<file path="src/rtl/restoring_divider7_pkg.sv">
// Shared constants and state encoding for the 7-bit restoring divider.
//   WIDTH_C         : operand / quotient / remainder width
//   ITER_C          : number of restoring steps per division
//   DIV0_QUOTIENT_C : quotient reported when the divisor is zero
//   state_t         : controller states (IDLE, RUN, DONE)
package restoring_divider7_pkg;

  localparam int unsigned WIDTH_C = 7;
  localparam int unsigned ITER_C  = 7;
  localparam logic [WIDTH_C-1:0] DIV0_QUOTIENT_C = 7'h7F;

  typedef enum logic [1:0] {
    IDLE = 2'd0,
    RUN  = 2'd1,
    DONE = 2'd2
  } state_t;

endpackage

</file>
<file path="src/rtl/restoring_divider7_subtractor8.sv">
// 8-bit subtractor diff = a - b with look-ahead borrow.
// Every internal borrow is formed directly as a sum of products of the
// per-bit generate/propagate terms, so there is no borrow ripple chain.
// Ports:
//   a, b       : 8-bit unsigned operands
//   diff       : a - b modulo 256
//   borrow_out : 1 when a < b
module borrow_look_ahead_subtractor8 (
  input  logic [7:0] a,
  input  logic [7:0] b,
  output logic [7:0] diff,
  output logic       borrow_out
);

  logic [7:0] gen;   // bit generates a borrow: a=0, b=1
  logic [7:0] prop;  // bit passes an incoming borrow: a==b
  logic [8:0] brw;   // brw[i] = borrow into bit i

  always_comb begin
    gen  = ~a & b;
    prop = ~(a ^ b);
  end

  // brw[i] = OR over j<i of ( gen[j] AND prop[j+1] .. prop[i-1] )
  always_comb begin
    logic acc;
    logic term;
    brw    = '0;
    acc    = 1'b0;
    term   = 1'b0;
    for (int unsigned i = 1; i <= 8; i++) begin
      acc = 1'b0;
      for (int unsigned j = 0; j < i; j++) begin
        term = gen[j];
        for (int unsigned k = j + 1; k < i; k++) begin
          term = term & prop[k];
        end
        acc = acc | term;
      end
      brw[i] = acc;
    end
  end

  always_comb begin
    diff       = a ^ b ^ brw[7:0];
    borrow_out = brw[8];
  end

endmodule

</file>
<file path="src/rtl/restoring_divider7.sv">
// Sequential unsigned restoring divider, one quotient bit per clock, MSB first.
// Ports:
//   clk         : clock, rising edge
//   rst_n       : asynchronous active-low reset
//   start       : division request, sampled only while idle
//   dividend    : unsigned numerator, captured on the accepting edge
//   divisor     : unsigned denominator, captured on the accepting edge
//   busy        : high while a division is in progress or completing
//   done        : one-cycle pulse, results valid
//   quotient    : registered quotient (7'h7F on divide by zero)
//   remainder   : registered remainder (dividend on divide by zero)
//   div_by_zero : registered flag, last accepted divisor was zero
module restoring_divider7
  import restoring_divider7_pkg::*;
#(
  parameter int unsigned WIDTH = WIDTH_C
) (
  input  logic             clk,
  input  logic             rst_n,
  input  logic             start,
  input  logic [WIDTH-1:0] dividend,
  input  logic [WIDTH-1:0] divisor,
  output logic             busy,
  output logic             done,
  output logic [WIDTH-1:0] quotient,
  output logic [WIDTH-1:0] remainder,
  output logic             div_by_zero
);

  localparam logic [2:0] LAST_STEP_C = 3'(ITER_C - 1);

  state_t           state, state_next;
  logic [2:0]       cnt;
  logic [WIDTH-1:0] part;      // partial remainder
  logic [WIDTH-1:0] dvd_sh;    // dividend, consumed from the MSB
  logic [WIDTH-1:0] dsr;       // captured divisor
  logic [WIDTH-1:0] q_sh;      // quotient bits collected so far

  logic [WIDTH:0]   trial;
  logic [WIDTH:0]   diff;
  logic             borrow;
  logic             q_bit;
  logic [WIDTH-1:0] part_step;
  logic             last_step;

  borrow_look_ahead_subtractor8 u_sub (
    .a          (trial),
    .b          ({1'b0, dsr}),
    .diff       (diff),
    .borrow_out (borrow)
  );

  always_comb begin
    state_next = state;
    trial      = {part, dvd_sh[WIDTH-1]};
    q_bit      = ~borrow;
    // Restore on borrow: keep the trial value instead of the difference.
    part_step  = borrow ? trial[WIDTH-1:0] : diff[WIDTH-1:0];
    last_step  = (cnt == LAST_STEP_C);
    case (state)
      IDLE: if (start) state_next = (divisor != '0) ? RUN : DONE;
      RUN:  if (last_step) state_next = DONE;
      DONE: state_next = IDLE;
      default: state_next = IDLE;
    endcase
  end

  always_ff @(posedge clk or negedge rst_n) begin
    if (!rst_n) begin
      state       <= IDLE;
      cnt         <= '0;
      part        <= '0;
      dvd_sh      <= '0;
      dsr         <= '0;
      q_sh        <= '0;
      busy        <= 1'b0;
      done        <= 1'b0;
      quotient    <= '0;
      remainder   <= '0;
      div_by_zero <= 1'b0;
    end else begin
      state <= state_next;
      busy  <= (state_next != IDLE);
      done  <= (state_next == DONE);
      case (state)
        IDLE: begin
          if (start) begin
            if (divisor != '0) begin
              dvd_sh      <= dividend;
              dsr         <= divisor;
              part        <= '0;
              q_sh        <= '0;
              cnt         <= '0;
              div_by_zero <= 1'b0;
            end else begin
              quotient    <= DIV0_QUOTIENT_C;
              remainder   <= dividend;
              div_by_zero <= 1'b1;
            end
          end
        end
        RUN: begin
          part   <= part_step;
          dvd_sh <= {dvd_sh[WIDTH-2:0], 1'b0};
          q_sh   <= {q_sh[WIDTH-2:0], q_bit};
          cnt    <= (cnt == 3'd7) ? cnt : cnt + 3'd1;
          // Visible results only change on the final step.
          if (last_step) begin
            quotient  <= {q_sh[WIDTH-2:0], q_bit};
            remainder <= part_step;
          end
        end
        default: ;
      endcase
    end
  end

endmodule
</file>
<file path="config.mk">
export PLATFORM = sky130hd
export DESIGN_NAME = restoring_divider7
export DESIGN_NICKNAME = d
export VERILOG_FILES = /design/src/rtl/restoring_divider7_pkg.sv /design/src/rtl/restoring_divider7_subtractor8.sv /design/src/rtl/restoring_divider7.sv
export SDC_FILE = /design/constraint.sdc
export NUM_CORES = 1
export LEC_CHECK = 0
export ABC_CLOCK_PERIOD_IN_PS = 2700
export CAP_MARGIN = 20
export CORE_ASPECT_RATIO = 1.25
export CORE_MARGIN = 8
export CORE_UTILIZATION = 54
export CTS_CLUSTER_SIZE = 20
export DETAILED_ROUTE_END_ITERATION = 12
export PLACE_DENSITY = 0.79
export SYNTH_ARGS = -nofsm -noshare
export SYNTH_HDL_FRONTEND = slang
export SYNTH_SLANG_ARGS = --single-unit
</file>
<file path="constraint.sdc">
create_clock -name clk -period 2.7 [get_ports clk]
set_clock_uncertainty 0.1 [all_clocks]
set_input_delay 0.675 -clock clk [delete_from_list [all_inputs] [get_ports clk]]
set_output_delay 0.675 -clock clk [all_outputs]
set_load 0.02 [all_outputs]
</file>
Yosys cells after proc, flatten, opt, wreduce, memory -nomap -nowiden --
Cells that the tools add are included.
Storage, ports and cells: register bits after elaboration 49, input port bits 17, output and inout port bits 17, logic and storage cells 111
Cells by class: add/sub/neg operators 1, equal/unequal tests 9, muxes and demuxes 25, bitwise operators 56, reduce and logical (&&, ||, !) cells 9
Operators by type and width (number):
- $mux 7 | 11
- $pmux 7 s2 | 4
- $and 1x1->1 | 28
- $or 1x1->1 | 22
- $not 8->8 | 2
- $pmux 6 s2 | 1
- $ne 2x2->1 const B | 5
- $mux 3 | 3
- $and 8x7->8 | 1
- $reduce_and 4->1 | 2
- $xor 8x7->8 | 1
- $reduce_bool 7->1 | 1
- $xor 7x7->7 | 1
- $eq 3x3->1 const B | 2
- $mux 2 | 3
- $pmux 3 s2 | 1
- $reduce_and 3->1 | 2
- $pmux 2 s2 | 1
- $reduce_bool 2->1 | 2
- $add 3x1->3 const B | 1
- $eq 2x1->1 const B | 1
- $eq 2x2->1 const B | 1
- $logic_not 2->1 | 1
- $reduce_and 2->1 | 1
- other kinds (2) | 2

Logic depth before layout (Yosys ltp) --
depth after elaboration 19, gate-level depth with buffers 8

Modules after synthesis --
Synthesis repeated with hierarchy kept, for this count alone.
Second synthesis, totals: cells, all modules 256, area, all modules 2580.0 um2
By module, submodules not included:
- restoring_divider7 | times used 1, cells each 201, area an instance 2168.3 um2, sequential area each 1226.2 um2
- borrow_look_ahead_subtractor8 | times used 1, cells each 55, area an instance 411.6 um2, sequential area each 0.0 um2

Least setup slack after synthesis --
OpenSTA, ideal clock, no wires.
path type flip-flop to flip-flop, start register part[0], end register remainder[4], setup time 125 ps, arrival time 1864 ps, slack 610 ps, cell stages (with the launch flop) 9, cells stage by stage dfrtp_1 inv_1 ha_1 ha_1 o21a_1 o22a_4 a21oi_4 mux2i_1 o21ai_1
Between the ends: longest elaborated chain between the ends 19
Ends and longest elaborated chain:
- start: declaration | RTL line restoring_divider7.sv:34 | logic [WIDTH-1:0] part;
- start signal: assignment | RTL line restoring_divider7.sv:103 | part <= part_step;
- $xor 8x7->8 | RTL line restoring_divider7_subtractor8.sv:21 | prop = ~(a ^ b);
- $not 8->8 | RTL line restoring_divider7_subtractor8.sv:21
- $and 1x1->1 | RTL line restoring_divider7_subtractor8.sv:36 | term = term & prop[k];
- $and 1x1->1
- $and 1x1->1 (5 in series) | RTL line restoring_divider7_subtractor8.sv:36
- $or 1x1->1 (7 in series) | RTL line restoring_divider7_subtractor8.sv:38 | acc = acc | term;
- $mux 7 * | RTL line restoring_divider7.sv:58 | part_step = borrow ? trial[WIDTH-1:0] : diff[WIDTH-1:0];
- $mux 7 * | RTL line restoring_divider7.sv:108 | if (last_step) begin
- $pmux 7 s2 * | RTL line restoring_divider7.sv:85 | case (state)
- end signal: assignment | RTL line restoring_divider7.sv:97 | remainder <= dividend;
- end signal: assignment | RTL line restoring_divider7.sv:110 | remainder <= part_step;
- end: declaration | RTL line restoring_divider7.sv:26 | output logic [WIDTH-1:0] remainder,
Every way passes the cells marked *; elsewhere a longest branch is shown, timed or not. The select of a mux whose other input is x is not followed. A chain may end at the register's enable or synchronous reset.

Final worst setup path --
start register part[5], end register remainder[1]
Between the ends: longest elaborated chain between the ends 14
Ends and longest elaborated chain (RTL line):
- $xor 8x7->8 | restoring_divider7_subtractor8.sv:21
- $not 8->8 | restoring_divider7_subtractor8.sv:21
- $and 1x1->1 (2 in series) | restoring_divider7_subtractor8.sv:36
- $or 1x1->1 (5 in series) | restoring_divider7_subtractor8.sv:38
- $or 1x1->1 * (2 in series) | restoring_divider7_subtractor8.sv:38
- $mux 7 * | restoring_divider7.sv:58
- $mux 7 * | restoring_divider7.sv:108
- $pmux 7 s2 * | restoring_divider7.sv:85
Marks and branches as above.

==> impl_metrics.json <==
{
  "async_reset_ff_share_pct": 100,
  "fin_tns_setup_ps": 0,
  "max_freq_mhz": 424,
  "ff_latch_area_mm2": 0.00123,
  "gp_congestion": 0.884,
  "start_kind": "flop",
  "hold_viol": 0,
  "synthCells": 233,
  "drv_cap": 0,
  "clockBufferDepth": 2,
  "critPathSlowestCell": "nor2_1",
  "post_drt_wl_per_cell_um": 16.7,
  "synth.most_common_cell": "dfrtp_1",
  "nets": 300,
  "grt_pass1_wl_mm": 9.23,
  "critPathArrivalTime_ps": 2430,
  "cp_num_buf_inv": 1,
  "cts_buffers": 5,
  "critPathTopFamily": "compound AO/OA/AOI/OAI gates",
  "num_io_pins": 34,
  "grt_max_degree": 50,
  "synth_edf_count": 0,
  "clock_latency_ps": 290,
  "cts_tree": "built",
  "coreArea_mm2": 0.00443,
  "slew_headroom_pct": 59.7,
  "avgSynthCellArea_um2": 10.7,
  "antenna_cells": 0,
  "dp_slack_ps": 64.9,
  "status": "complete, no violations",
  "cp_slowest_stage_delay_ps": 480,
  "ant_nets": 0,
  "drt_iter0_drc": 168,
  "clk_pin_slew_worst_paths_ps": 80,
  "dieArea_mm2": 0.00705,
  "crit_type": "reg2reg",
  "n_fill_cell": 361,
  "synth_top_area_cell": "dfrtp_1",
  "area_growth_pct": 20.8,
  "postCtsSetupRepairBufs": 0,
  "synth-seq-area-share_pct": 49.2,
  "synth-warning-count": 0,
  "crit_required_ps": 2770,
  "drt_wl_total_mm": 5.49,
  "synthTopCellsByArea": "dfrtp_1 49%, ha_1 5.5%, nand2_1 4.8%, mux2_2 2.7%, o22a_1 2.5%",
  "grt_pass1_vias": 2002,
  "die_w_um": 76.7,
  "ys_ff_latch": 49,
  "drc": 0,
  "grt_usage_pct": 16.0,
  "first_pass_iters": 4,
  "vdd_drop_max_mv": 0.689,
  "fin_crit_sh_pct": 87.4,
  "leakage_nw": 1.33,
  "hold_class": "in2async",
  "vias": 1882,
  "setup_viol": 0,
  "antenna_found_initial": 0,
  "rsz0062_at_grt": "false",
  "fin_crit_ps": 2360,
  "grt.overflow.total": 0,
  "drive_above_1_share_pct": 13.7,
  "synthTopCellsByCount": "49 x dfrtp_1, 32 x nand2_1, 12 x inv_1",
  "worstSetupEndpointType": "flop",
  "synth_ff_type": "dfrtp_1",
  "h-tree-depth": 2,
  "cpMostUsedCell": "nor2_1",
  "syn_nets": 262,
  "cts_hold_buf": 0,
  "worst_pin_slew_ps": 605,
  "start_util_pct": 56.3,
  "crit_path_cell_trace": "inv_1, ha_1, a21oi_2, nor2_1, nor2_1, a311oi_2, a31oi_1",
  "layout_setup_ws_ps": 340,
  "critPathMaxFanout": 7,
  "clockRootBuffer": "clkbuf_8",
  "slew_violations": 0,
  "rows": 27,
  "syn_area_mm2": 0.00249,
  "powerDensity_mw_per_mm2": 1450,
  "dp_hpwl_mm": 4.07,
  "die_h_um": 91.9,
  "yosysUniqueCellTypes": 52,
  "cts_resized": 0,
  "portBuffers": 33,
  "synth_top_area_share_pct": 49.2,
  "multiInputGateArea_mm2": 0.00116,
  "vias_per_cell": 5.72,
  "numClockSinks": 49
}
state kept, by name, summed over array words and instances (netlist names):
signal and cells:
busy 1, cnt 3, div_by_zero 1, done 1, dsr 7, dvd_sh 7
part 7, q_sh 6, quotient 7, remainder 7, state 2
worst register-to-register path: cells and delay by family (launching register included):
family                     cells  cell delay (ps)
DFF                            1              370
buffers and inverters          1               60
adders and majority gates      1              390
AOI/OAI and AO/OA              3              670
and+or+nand+nor                2              650
cell type report:
cell class	count	share of cell area [%]
flip-flops and latches	49	40.8
clock inverters	2	1.16
inverters	12	1.50
clock buffers	5	2.29
repair buffers	41	13.2
multi-input cells	162	38.6
well taps	58	2.41
final timing paths:
kind | slack, ps | end | cells after the start | startpoint
max | 340 | remainder[1] | 7 | part[5]
min | 370 | dvd_sh[1] | 2 | rst_n
max in group asynchronous | 1730 | state[1] | 2 | rst_n
min in group clk | 380 | dvd_sh[2] | 1 | dvd_sh[2]
max reg2reg | 340 | remainder[1] | 7 | part[5]
min reg2reg | 380 | dvd_sh[2] | 1 | dvd_sh[2]
cells in the final DEF (no fill, tap or decap), drive strengths merged, types with 9 or more instances in the layout:
| master | instances |
|---|---|
| inv | 12 |
| nor2 | 9 |
| dfrtp | 49 |
| a21oi | 11 |
| o22a | 9 |
| nand2 | 32 |
| buf | 9 |
| clkdlybuf4s50 | 32 |
| o21ai | 13 |
| ha | 11 |
power breakdown:
part	switching, mW	internal [mW]	leakage [nW]
clock	0.224	0.269	0.0540
combinational	1.38	1.14	0.682
sequential	0.253	1.09	0.590
total	1.86	2.50	1.33
per-layer routing:
layer | part of all wire [%] | vias to the layer above | routed length [µm] | GRT usage [%]
met1 | 44 | 908 | 2400 | 19.3
met2 | 50 | 46 | 2720 | 26.6
met5 | 0 | - | 0 | 0
met3 | 4.0 | 10 | 219 | 3.71
li1 | - | 918 | - | -
met4 | 2.8 | 0 | 152 | 6.91
per-stage QoR:
stage          hold slack, ps  power (mW)  instances  cell area (µm²)  util (%)
2_1_floorplan             279        3.11        233             2490         -
4_1_cts                   383        4.37        329             3010      68.0
3_5_place_dp              370        3.86        322             2900      65.6
3_3_place_gp              361        3.78        322             2900      65.6
5_1_grt                   410        4.70        329             3010      68.0
6_report                  365        4.36        329             3010      68.0
cell families after synthesis:
group	share of synthesized area (%)
adder cells (fa/ha/maj)	6.33
multiplexers	5.13
buffers and inverters	4.07
XOR/XNOR	1.06
flip-flops	49.2
AND/OR/NAND/NOR	14.8
AO/OA/AOI/OAI	19.4
Power figures use the tool's default switching activity.
